<file path="config.mk">
export PLATFORM = sky130hd
export DESIGN_NAME = rr_req_queue
export DESIGN_NICKNAME = d
export VERILOG_FILES = /design/src/rtl/rr_req_queue.sv
export SDC_FILE = /design/constraint.sdc
export NUM_CORES = 1
export LEC_CHECK = 0
export ABC_AREA = 1
export BUFFER_PORTS_ARGS = -buffer_cell sky130_fd_sc_hd__buf_2
export CORE_MARGIN = 5
export CORE_UTILIZATION = 44
export CTS_CLUSTER_SIZE = 28
export DETAILED_ROUTE_END_ITERATION = 10
export SYNTH_ARGS = -nofsm -noshare
export SYNTH_HDL_FRONTEND = slang
export SYNTH_SLANG_ARGS = --single-unit
</file>
<file path="constraint.sdc">
create_clock -name clk -period 4.3 [get_ports clk]
set_input_delay 0.86 -clock clk [delete_from_list [all_inputs] [get_ports clk]]
set_output_delay 0.86 -clock clk [all_outputs]
set_load 0.1 [all_outputs]
</file>
<file path="src/rtl/rr_req_queue.sv">
// Four-channel request queue feeding a round-robin arbiter: per-channel FIFOs
// raise REQ, and a one-hot GNT pops the granted head into a registered output.
module rr_req_queue #(
  parameter int DW    = 8,
  parameter int DEPTH = 4
) (
  input  logic            clk,
  input  logic            rst_n,
  input  logic [3:0]      in_valid,
  input  logic [4*DW-1:0] in_data,
  output logic [3:0]      in_ready,
  output logic [3:0]      REQ,
  input  logic [3:0]      GNT,
  output logic            out_valid,
  output logic [DW-1:0]   out_data,
  output logic [1:0]      out_id,
  input  logic            out_ready,
  output logic            gnt_err
);

  localparam int AW = $clog2(DEPTH);
  localparam int CW = AW + 1;

  logic [DW-1:0] mem    [4][DEPTH];
  logic [AW-1:0] wr_ptr [4];
  logic [AW-1:0] rd_ptr [4];
  logic [CW-1:0] count  [4];

  logic          slot_free;
  logic          gnt_multi;
  logic          gnt_one_hot;
  logic [3:0]    push;
  logic [3:0]    pop;
  logic          pop_any;
  logic [1:0]    pop_id;
  logic [DW-1:0] pop_data;

  always_comb begin
    slot_free   = !out_valid || out_ready;
    gnt_multi   = (GNT & (GNT - 4'd1)) != '0;
    gnt_one_hot = (GNT != '0) && !gnt_multi;
    in_ready    = '0;
    REQ         = '0;
    push        = '0;
    pop         = '0;
    pop_id      = '0;
    for (int unsigned i = 0; i < 4; i++) begin
      in_ready[i] = count[i] != CW'(DEPTH);
      REQ[i]      = (count[i] != '0) && slot_free;
      // Push qualifies on pre-pop fullness: no bypass into a full FIFO.
      push[i]     = in_valid[i] && in_ready[i];
      pop[i]      = slot_free && gnt_one_hot && GNT[i] && (count[i] != '0);
      if (GNT[i]) pop_id = 2'(i);
    end
    pop_any  = |pop;
    pop_data = mem[pop_id][rd_ptr[pop_id]];
  end

  always_ff @(posedge clk) begin
    for (int unsigned i = 0; i < 4; i++) begin
      if (rst_n && push[i]) mem[i][wr_ptr[i]] <= in_data[i*DW +: DW];
    end
  end

  always_ff @(posedge clk) begin
    if (!rst_n) begin
      for (int unsigned i = 0; i < 4; i++) begin
        wr_ptr[i] <= '0;
        rd_ptr[i] <= '0;
        count[i]  <= '0;
      end
      out_valid <= 1'b0;
      out_data  <= '0;
      out_id    <= '0;
      gnt_err   <= 1'b0;
    end else begin
      for (int unsigned i = 0; i < 4; i++) begin
        if (push[i]) wr_ptr[i] <= wr_ptr[i] + AW'(1);
        if (pop[i])  rd_ptr[i] <= rd_ptr[i] + AW'(1);
        if (push[i] && !pop[i])      count[i] <= count[i] + CW'(1);
        else if (!push[i] && pop[i]) count[i] <= count[i] - CW'(1);
      end
      if (pop_any) begin
        out_valid <= 1'b1;
        out_data  <= pop_data;
        out_id    <= pop_id;
      end else if (out_ready) begin
        out_valid <= 1'b0;
      end
      if (gnt_multi) gnt_err <= 1'b1;
    end
  end

endmodule
</file>
---- Word level (Yosys, flattened, before mapping) ----
Memory sizes are Yosys's and may differ from the RTL's.
Index checks and enable logic that the tools add are counted.
storage, ports and cells
  word-level logic and storage cells ...... 206
  bits of input ports ..................... 43
  memories kept ........................... 4
  memory bits (writable) .................. 156
  register bits ........................... 12
  output and inout port bits .............. 20
cells by class
  add/subtract/negate cells ............... 17
  bitwise gates (word level) .............. 22
  reduce and logical (&&, ||, !) cells .... 53
  equality and inequality tests ........... 4
  muxes and demuxes ....................... 93
  magnitude comparators ................... 9
memories
  memory  depth  bits a word  rd ports  clocked after memory_dff  write ports  line  text
  mem     4      32           1         0                         4            24    logic [DW-1:0] mem [4][DEPTH];
  count   4      3            4         0                         4            27    logic [CW-1:0] count [4];
  rd_ptr  4      2            5         0                         4            26    logic [AW-1:0] rd_ptr [4];
  wr_ptr  4      2            4         0                         4            25    logic [AW-1:0] wr_ptr [4];
operators by type and width
  operator                                                     count
  two-way mux 32 bit                                           4
  demux 8 bit (select 2 bit)                                   4
  two-way mux 1 bit                                            60
  two-way mux 8 bit                                            6
  logical AND 1 bit                                            34
  two-way mux 3 bit                                            8
  two-way mux 2 bit                                            10
  adder 2 x 1 -> 2 bit (second input constant)                 8
  binary-select mux 8 bit (select 2 bit)                       1
  OR 1 bit                                                     16
  >= comparator 3 bit (second input constant)                  5
  inverter 2 -> 3 bit                                          5
  adder 3 x 1 -> 3 bit (second input constant)                 4
  less-than comparator 3 x 1 -> 1 bit (second input constant)  4
  != test 3 bit (second input constant)                        4
  nonzero test 3 bit                                           4
  subtractor 3 x 1 -> 3 bit (second input constant)            4
  zero test 1 bit                                              10
  nonzero test 4 bit                                           2
  AND 4 bit                                                    1
  OR reduction 4 bit                                           1
  subtractor 4 x 1 -> 4 bit (second input constant)            1
  nonzero test 2 bit                                           1
  logical OR 1 bit                                             1

---- Depth between registers and ports, before layout ----
Gate-level depths: netlist (run 1).
  depth in word-level cells ............... 15
  depth in mapped cells ................... 13
  gate-level depth less buffers ........... 12

---- Worst setup path before layout (run 1) ----
No wires, ideal clock.
  path type ............................... input -> output
  start ................................... input port out_ready
  end ..................................... output port REQ[0]
  data required time ...................... 3440 ps
  buffers on the path ..................... 0
  arrival time ............................ 2196 ps
  stages .................................. 2
  slack ................................... 1244 ps
  path through ............................ nor2_1 > nor2_1
on the way
  cells in the longest elaborated chain, start to end .. 2
RTL lines
  item                line  text
  start: declaration  17    input logic out_ready,
  logical OR 1 bit    39    slot_free = !out_valid || out_ready;
  logical AND 1 bit   49    REQ[i] = (count[i] != '0) && slot_free;
  end: declaration    12    output logic [3:0] REQ,
No other way between the ends.

==> results of run 1 <==
[logic make-up after synthesis]
| group | count (synthesis) | synth area share [%] |
|---|---|---|
| compound gates | 14 | 1.197 |
| xor+xnor | 9 | 0.9666 |
| simple gates | 458 | 24.46 |
| buf+inv | 190 | 9.098 |
| fa+ha+maj | 22 | 3.651 |
| flops | 168 | 60.39 |
| mux | 2 | 0.2455 |
[worst max-delay path, cell delays in order]
cell	delay [ns]
buf_2	0.46
nor2_1	0.13
nand2_1	0.09
nand2_1	0.12
nor2_8	0.22
nand3_1	0.19
fa_1	0.47
xor2_1	0.17
mux2i_1	0.22
[per-stage QoR]
step	worst slack [ns]	cell area [um2]
final	1.634	9229
after global routing	1.425	9229
after CTS	1.638	9229
after detailed placement	1.189	8660
after global placement	1.214	8660
after floorplan	1.244	8155
[cells in the mapped netlist, drive strengths merged]
library cell / instances
xor2: 3
clkinv: 1
nand2: 188
xnor2: 6
o21bai: 2
fa: 3
nand3: 84
nor3: 9
inv: 160
clkbuf: 15
nand3b: 24
ha: 19
nor2: 144
edfxtp: 156
nand4: 9
o21ai: 12
mux2i: 2
dfxtp: 12
buf: 14
[state kept, by name, indices dropped and copies added (netlist names)]
register and flops:
rd_ptr 8, out_valid 1, count 12, mem 128, out_data 8, out_id 2
gnt_err 1, wr_ptr 8
[layout make-up]
class / count / area, um2
fillers: 1674 / 8857
flip-flops and latches: 168 / 4925
multi-input cells: 505 / 2489
inverters: 161 / 604.3
clock buffers: 24 / 471.7
repair buffers: 68 / 355.3
well taps: 229 / 286.5
clock inverters: 8 / 97.59
[power breakdown]
part	internal, uW	leakage (uW)	total [uW]	switching, uW
combinational	159	0.00232	673	514
clock	882	0.000262	1480	593
sequential	1880	0.00156	1920	45.7
total	2920	0.00414	4070	1150
[layer usage]
| metal | vias up | wire length [um] | part of all wire [%] |
|---|---|---|---|
| met4 | 2 | 298 | 1.6 |
| li1 | 2857 | - | - |
| met1 | 2620 | 8228 | 44 |
| met3 | 24 | 1018 | 5.4 |
| met5 | - | 7 | 0.037 |
| met2 | 144 | 9284 | 49 |
[how the worst max path moves through the flow]
stage,startpoint,cells past startpoint,slack [ns],endpoint
2_1_floorplan,out_ready,2,1.24,REQ[0]
4_1_cts,GNT[1],9,1.64,count[1][2]$_SDFFCE_PN0P_
3_3_place_gp,GNT[1],9,1.21,count[1][2]$_SDFFCE_PN0P_
5_1_grt,GNT[1],13,1.42,out_data[7]$_SDFFE_PN0P_
6_report,GNT[1],9,1.63,count[1][2]$_SDFFCE_PN0P_
3_5_place_dp,GNT[1],9,1.19,count[1][2]$_SDFFCE_PN0P_
==> metrics.md, run 1 <==
| Metric | Value |
|---|---|
| Post-Route Utilization | `51.03%` |
| CTS root buf | `clkbuf_16` |
| Area contributors post-synth | `edfxtp_1 57%, nand2_1 8.3%, inv_1 7.2%` |
| Slew @ Worst Pin | `0.9733 ns` |
| Fin crit share | `62.00%` |
| Reg2reg start | `count[3][0]$_DFFE_PP_` |
| Max Clock Skew | `0.005917 ns` |
| Mapped Nets | `928` |
| CP Capture Type | `flop` |
| Row count | `49` |
| Relative max-transition margin | `34.88%` |
| Req. time, crit path | `4.57 ns` |
| Met2 Resource Use GR | `29.94%` |
| Fin. Hold Viols | `0` |
| Post-CTS setup buffers | `0` |
| Maximum vdd ir drop | `0.2802 mV` |
| CTS tree | `built` |
| Die Width | `146.1 um` |
| Post-synthesis instance area | `8155 um2` |
| Antenna violations before repair | `1` |
| DPL Wire Length | `13560 um` |
| Total Power | `4071 uW` |
| GP Congestion | `0.8254` |
| FF-to-FF End | `mem[3][31]$_DFFE_PP_` |
| M1 GR Usage | `24.17%` |
| Max Cap Viol | `0` |
| PD cells | `441.1 nW/um2` |
| Vias/cell | `4.856` |
| Fmax | `0.3751 GHz` |
| Gate Count Post-Synth | `863` |
| Core ar. | `18090 um2` |
| Setup TNS | `0 ns` |
| RSZ-0062 raised after global routing | `false` |
| Largest net degree at the start of global routing | `57` |
| Worst Path Max Fanout | `30` |
| Commonest non-fill, non-tap cell in the layout | `nand2_1` |
| Total wire length | `18840 um` |
| Placed insts | `1131` |
| Crit path DAT | `2.93 ns` |
| Sequential area share after synthesis | `60.39%` |
| Yosys cell types | `28` |
| Hold Crit Depth | `2` |
| Clk sinks | `168` |
| Drt drc | `0` |
| Number of buffers created by CTS | `17` |
| Post-cts sizing count | `0` |
| Clock slew at reported path FFs | `0.06 ns` |
| Hold EP | `out_id[0]$_SDFFE_PN0P_` |
| # IOs | `63` |
| Leakage Power | `0.004144 uW` |
| Post-DR wirelength/cell | `16.20 um` |
| Worst setup SP type | `input port` |
| Yosys top cell area share | `57.44%` |
| Hold-fix buffers, CTS | `0` |
| # setup viols final | `0` |
| Layout area overhead | `13.16%` |
| Most frequent cells in the layout | `181 x nand2_1, 156 x inv_1, 156 x edfxtp_1` |
| Minimum clock period | `2.666 ns` |
| Nets | `986` |
| Worst hold start | `out_id[0]$_SDFFE_PN0P_` |
| Synthesized area per cell | `9.450 um2` |
| Starting density of the core | `45.09%` |
| Post-route ant nets | `0` |
| H-tree depth | `4` |
| Hold Crit Class | `reg2reg` |
| Share of layout cells above drive strength 1 | `11.56%` |
| Routing usage on met3 | `3.626%` |
| Final cell count without fillers | `1163` |
| Pre-antenna DRT Iters | `4` |
| Critical setup path kind | `in2reg` |
| Status | `finished, final reports clean` |
| Vias | `5647` |
| GRT overflow | `0` |
| Post-synth top area cell | `edfxtp_1` |
| Vias in the first global route | `5558` |
| Worst hold slack | `0.4645 ns` |
| Clock Path Buffers | `2` |
| Drt first-iter violations | `390` |
| Reg2reg path depth | `7` |
| Die H | `146.1 um` |
| IO buf count | `62` |
| Max Slew Vio Count | `0` |
| Die area | `21360 um2` |
| Gr usage total | `18.03%` |
| Worst-skew pair later-pin latency | `0.42 ns` |
| Flop and latch count out of synthesis | `168` |
| Gr busiest metal | `met2` |
| First-pass GRT wire length | `29950 um` |
| YS warnings | `0` |
| Internal reg-to-reg setup slack | `2.11 ns` |
| Antenna cells | `0` |
No activity file was read; power rests on OpenSTA's default activity.
==> inputs of run 2 (changes only) <==
- clock period: 4.3 -> 2.6 ns (I/O delays scaled with it)
==> run 2 against run 1 <==
Compared with the run above:
- non-clock buffer count is 23 higher
- hold slack worse by 0.16 ns
- global-route usage is 0.18 points lower
- final area is 2.0% higher
- first-iteration DRC count stayed put
- combinational power is 71% higher
- via count is 2.5% higher
- clock-buffer cell count is 7 lower
- die area stayed put
- critical path type is now reg2out
- critical endpoint is now REQ[3]
- largest power group unchanged
==> metrics.md, run 2 (synthesis gave the netlist of run 1 again) <==
| Metric | Value |
|---|---|
| Status | `finished, final reports clean` |
| Sw frac | `29.70%` |
| Total wire length | `18830 um` |
| Starting density of the core | `45.09%` |
| Fin area | `9413 um2` |
| Post-CTS setup buffers | `0` |
| Layout area overhead | `15.42%` |
| Max Slew Vio Count | `0` |
| Max Cap Viol | `0` |
| Max Clock Skew | `0.005898 ns` |
| CP Launch Point | `count[3][0]$_DFFE_PP_` |
| Clock Path Buffers | `2` |
| Post-cts sizing count | `0` |
| Minimum clock period | `2.244 ns` |
| Die Width | `146.1 um` |
| Gr usage total | `17.86%` |
| Combinational share of power | `17.2%` |
| Core ar. | `18090 um2` |
| Drt first-iter violations | `390` |
| Drt drc | `0` |
| Share of layout cells above drive strength 1 | `14.52%` |
| Post-DP Area | `8860 um2` |
| Seq pwr share | `47.5%` |
| Die H | `146.1 um` |
| Place WS | `0.2331 ns` |
| Vias | `5790` |
| First-pass GRT wire length | `29350 um` |
| # setup viols final | `0` |
| GRT overflow | `0` |
| Internal | `4708 uW` |
| # IOs | `63` |
| Nets | `1009` |
| Sw Pwr | `1989 uW` |
| CP Capture Type | `output port` |
| Req. time, crit path | `2.08 ns` |
| Hold Crit Class | `in2reg` |
| Total Power | `6697 uW` |
| Final cell count without fillers | `1186` |
| Post-route ant nets | `0` |
| Fin crit share | `86.31%` |
| Worst Path Max Fanout | `3` |
| Vias in the first global route | `5547` |
| CTS tree | `built` |
| Placed insts | `1154` |
| Number of buffers created by CTS | `17` |
| Clock Power Share | `35.4%` |
| Post-DR wirelength/cell | `15.87 um` |
| Row count | `49` |
| Clk sinks | `168` |
| Worst-skew pair later-pin latency | `0.43 ns` |
| Worst setup slack after layout | `0.3560 ns` |
| Slew @ Worst Pin | `0.4878 ns` |
| Hold-fix buffers, CTS | `0` |
| GP Congestion | `0.8262` |
| Fmax | `0.4456 GHz` |
| Maximum vdd ir drop | `0.4427 mV` |
| H-tree depth | `4` |
| Crit path DAT | `1.72 ns` |
| Most frequent cells in the layout | `181 x nand2_1, 156 x inv_1, 156 x edfxtp_1` |
| DPL Wire Length | `13170 um` |
| Reg2reg start | `count[0][0]$_SDFFCE_PN0P_` |
| Largest net degree at the start of global routing | `65` |
| IO buf count | `62` |
| Worst hold start | `in_data[28]` |
| Die area | `21360 um2` |
| Worst setup SP type | `flop` |
| Worst hold slack | `0.3029 ns` |
| Commonest non-fill, non-tap cell in the layout | `nand2_1` |
| Vias/cell | `4.882` |
| Critical setup path kind | `reg2out` |
| Leakage Power | `0.004275 uW` |
| PD cells | `711.5 nW/um2` |
| RSZ-0062 raised after global routing | `false` |
| Relative max-transition margin | `67.48%` |
| CTS root buf | `clkbuf_16` |
| Pre-antenna DRT Iters | `5` |
| Max FFs per register | `128` |
| Clock slew at reported path FFs | `0.06 ns` |
| Antenna cells | `0` |
| Fin. Hold Viols | `0` |
| Antenna violations before repair | `1` |
==> run 2: changes by cell type in the layout (fill, tap and decap cells not counted), sizes merged <==
cell / before / now
clkinv: 3 / 9
bufinv: 2 / 1
clkbuf: 24 / 17
clkinvlp: 4 / 3
buf: 68 / 91
inv: 160 / 163
==> run 2: path summary, 6_finish.rpt <==
path | endpoint | slack, ns | depth (start not counted)
worst max-delay path | REQ[3] | 0.36 | 6
worst min-delay path | mem[3][12]$_DFFE_PP_ | 0.30 | 1
worst max register to register | count[0][2]$_SDFFCE_PN0P_ | 0.45 | 10
worst min register to register | out_id[1]$_SDFFE_PN0P_ | 0.46 | 2
==> run 2: through the flow <==
step	utilization, %	setup TNS [ns]
final	52.04	0
after global routing	52.04	0
after CTS	52.04	0
after detailed placement	48.99	0
after global placement	48.99	0
after floorplan	-	-0.1298
==> run 2: layout make-up <==
| class | count | area (um2) |
|---|---|---|
| Fill cell | 1665 | 8673 |
| Sequential cell | 168 | 4925 |
| Multi-Input combinational cell | 505 | 2504 |
| Inverter | 161 | 604.3 |
| Timing Repair Buffer | 91 | 540.5 |
| Clock buffer | 17 | 425.4 |
| Tap cell | 229 | 286.5 |
| Clock inverter | 15 | 127.6 |
==> run 2: worst max-delay path: stages, from the launching register on <==
cell and delay [ns]:
edfxtp_1 0.38, inv_1 0.09, ha_1 0.22, nand2_1 0.10
nand2_1 0.06, inv_1 0.04, buf_2 0.41
==> run 2: routing by layer <==
layer	part of all wire, %	up-vias	global-route usage, %
li1	-	2896	-
met5	0.064	-	0
met3	5.9	34	4.090
met4	2.6	2	6.632
met2	48	190	29.87
met1	44	2668	22.77
==> run 2: power groups by stage <==
stage	Clock, uW	Combinational [uW]	Sequential [uW]
after floorplan	0	679	3400
after global placement	0	1150	3230
after detailed placement	0	1150	3230
after CTS	2410	1160	3180
after global routing	2540	1260	3190
final	2370	1150	3180
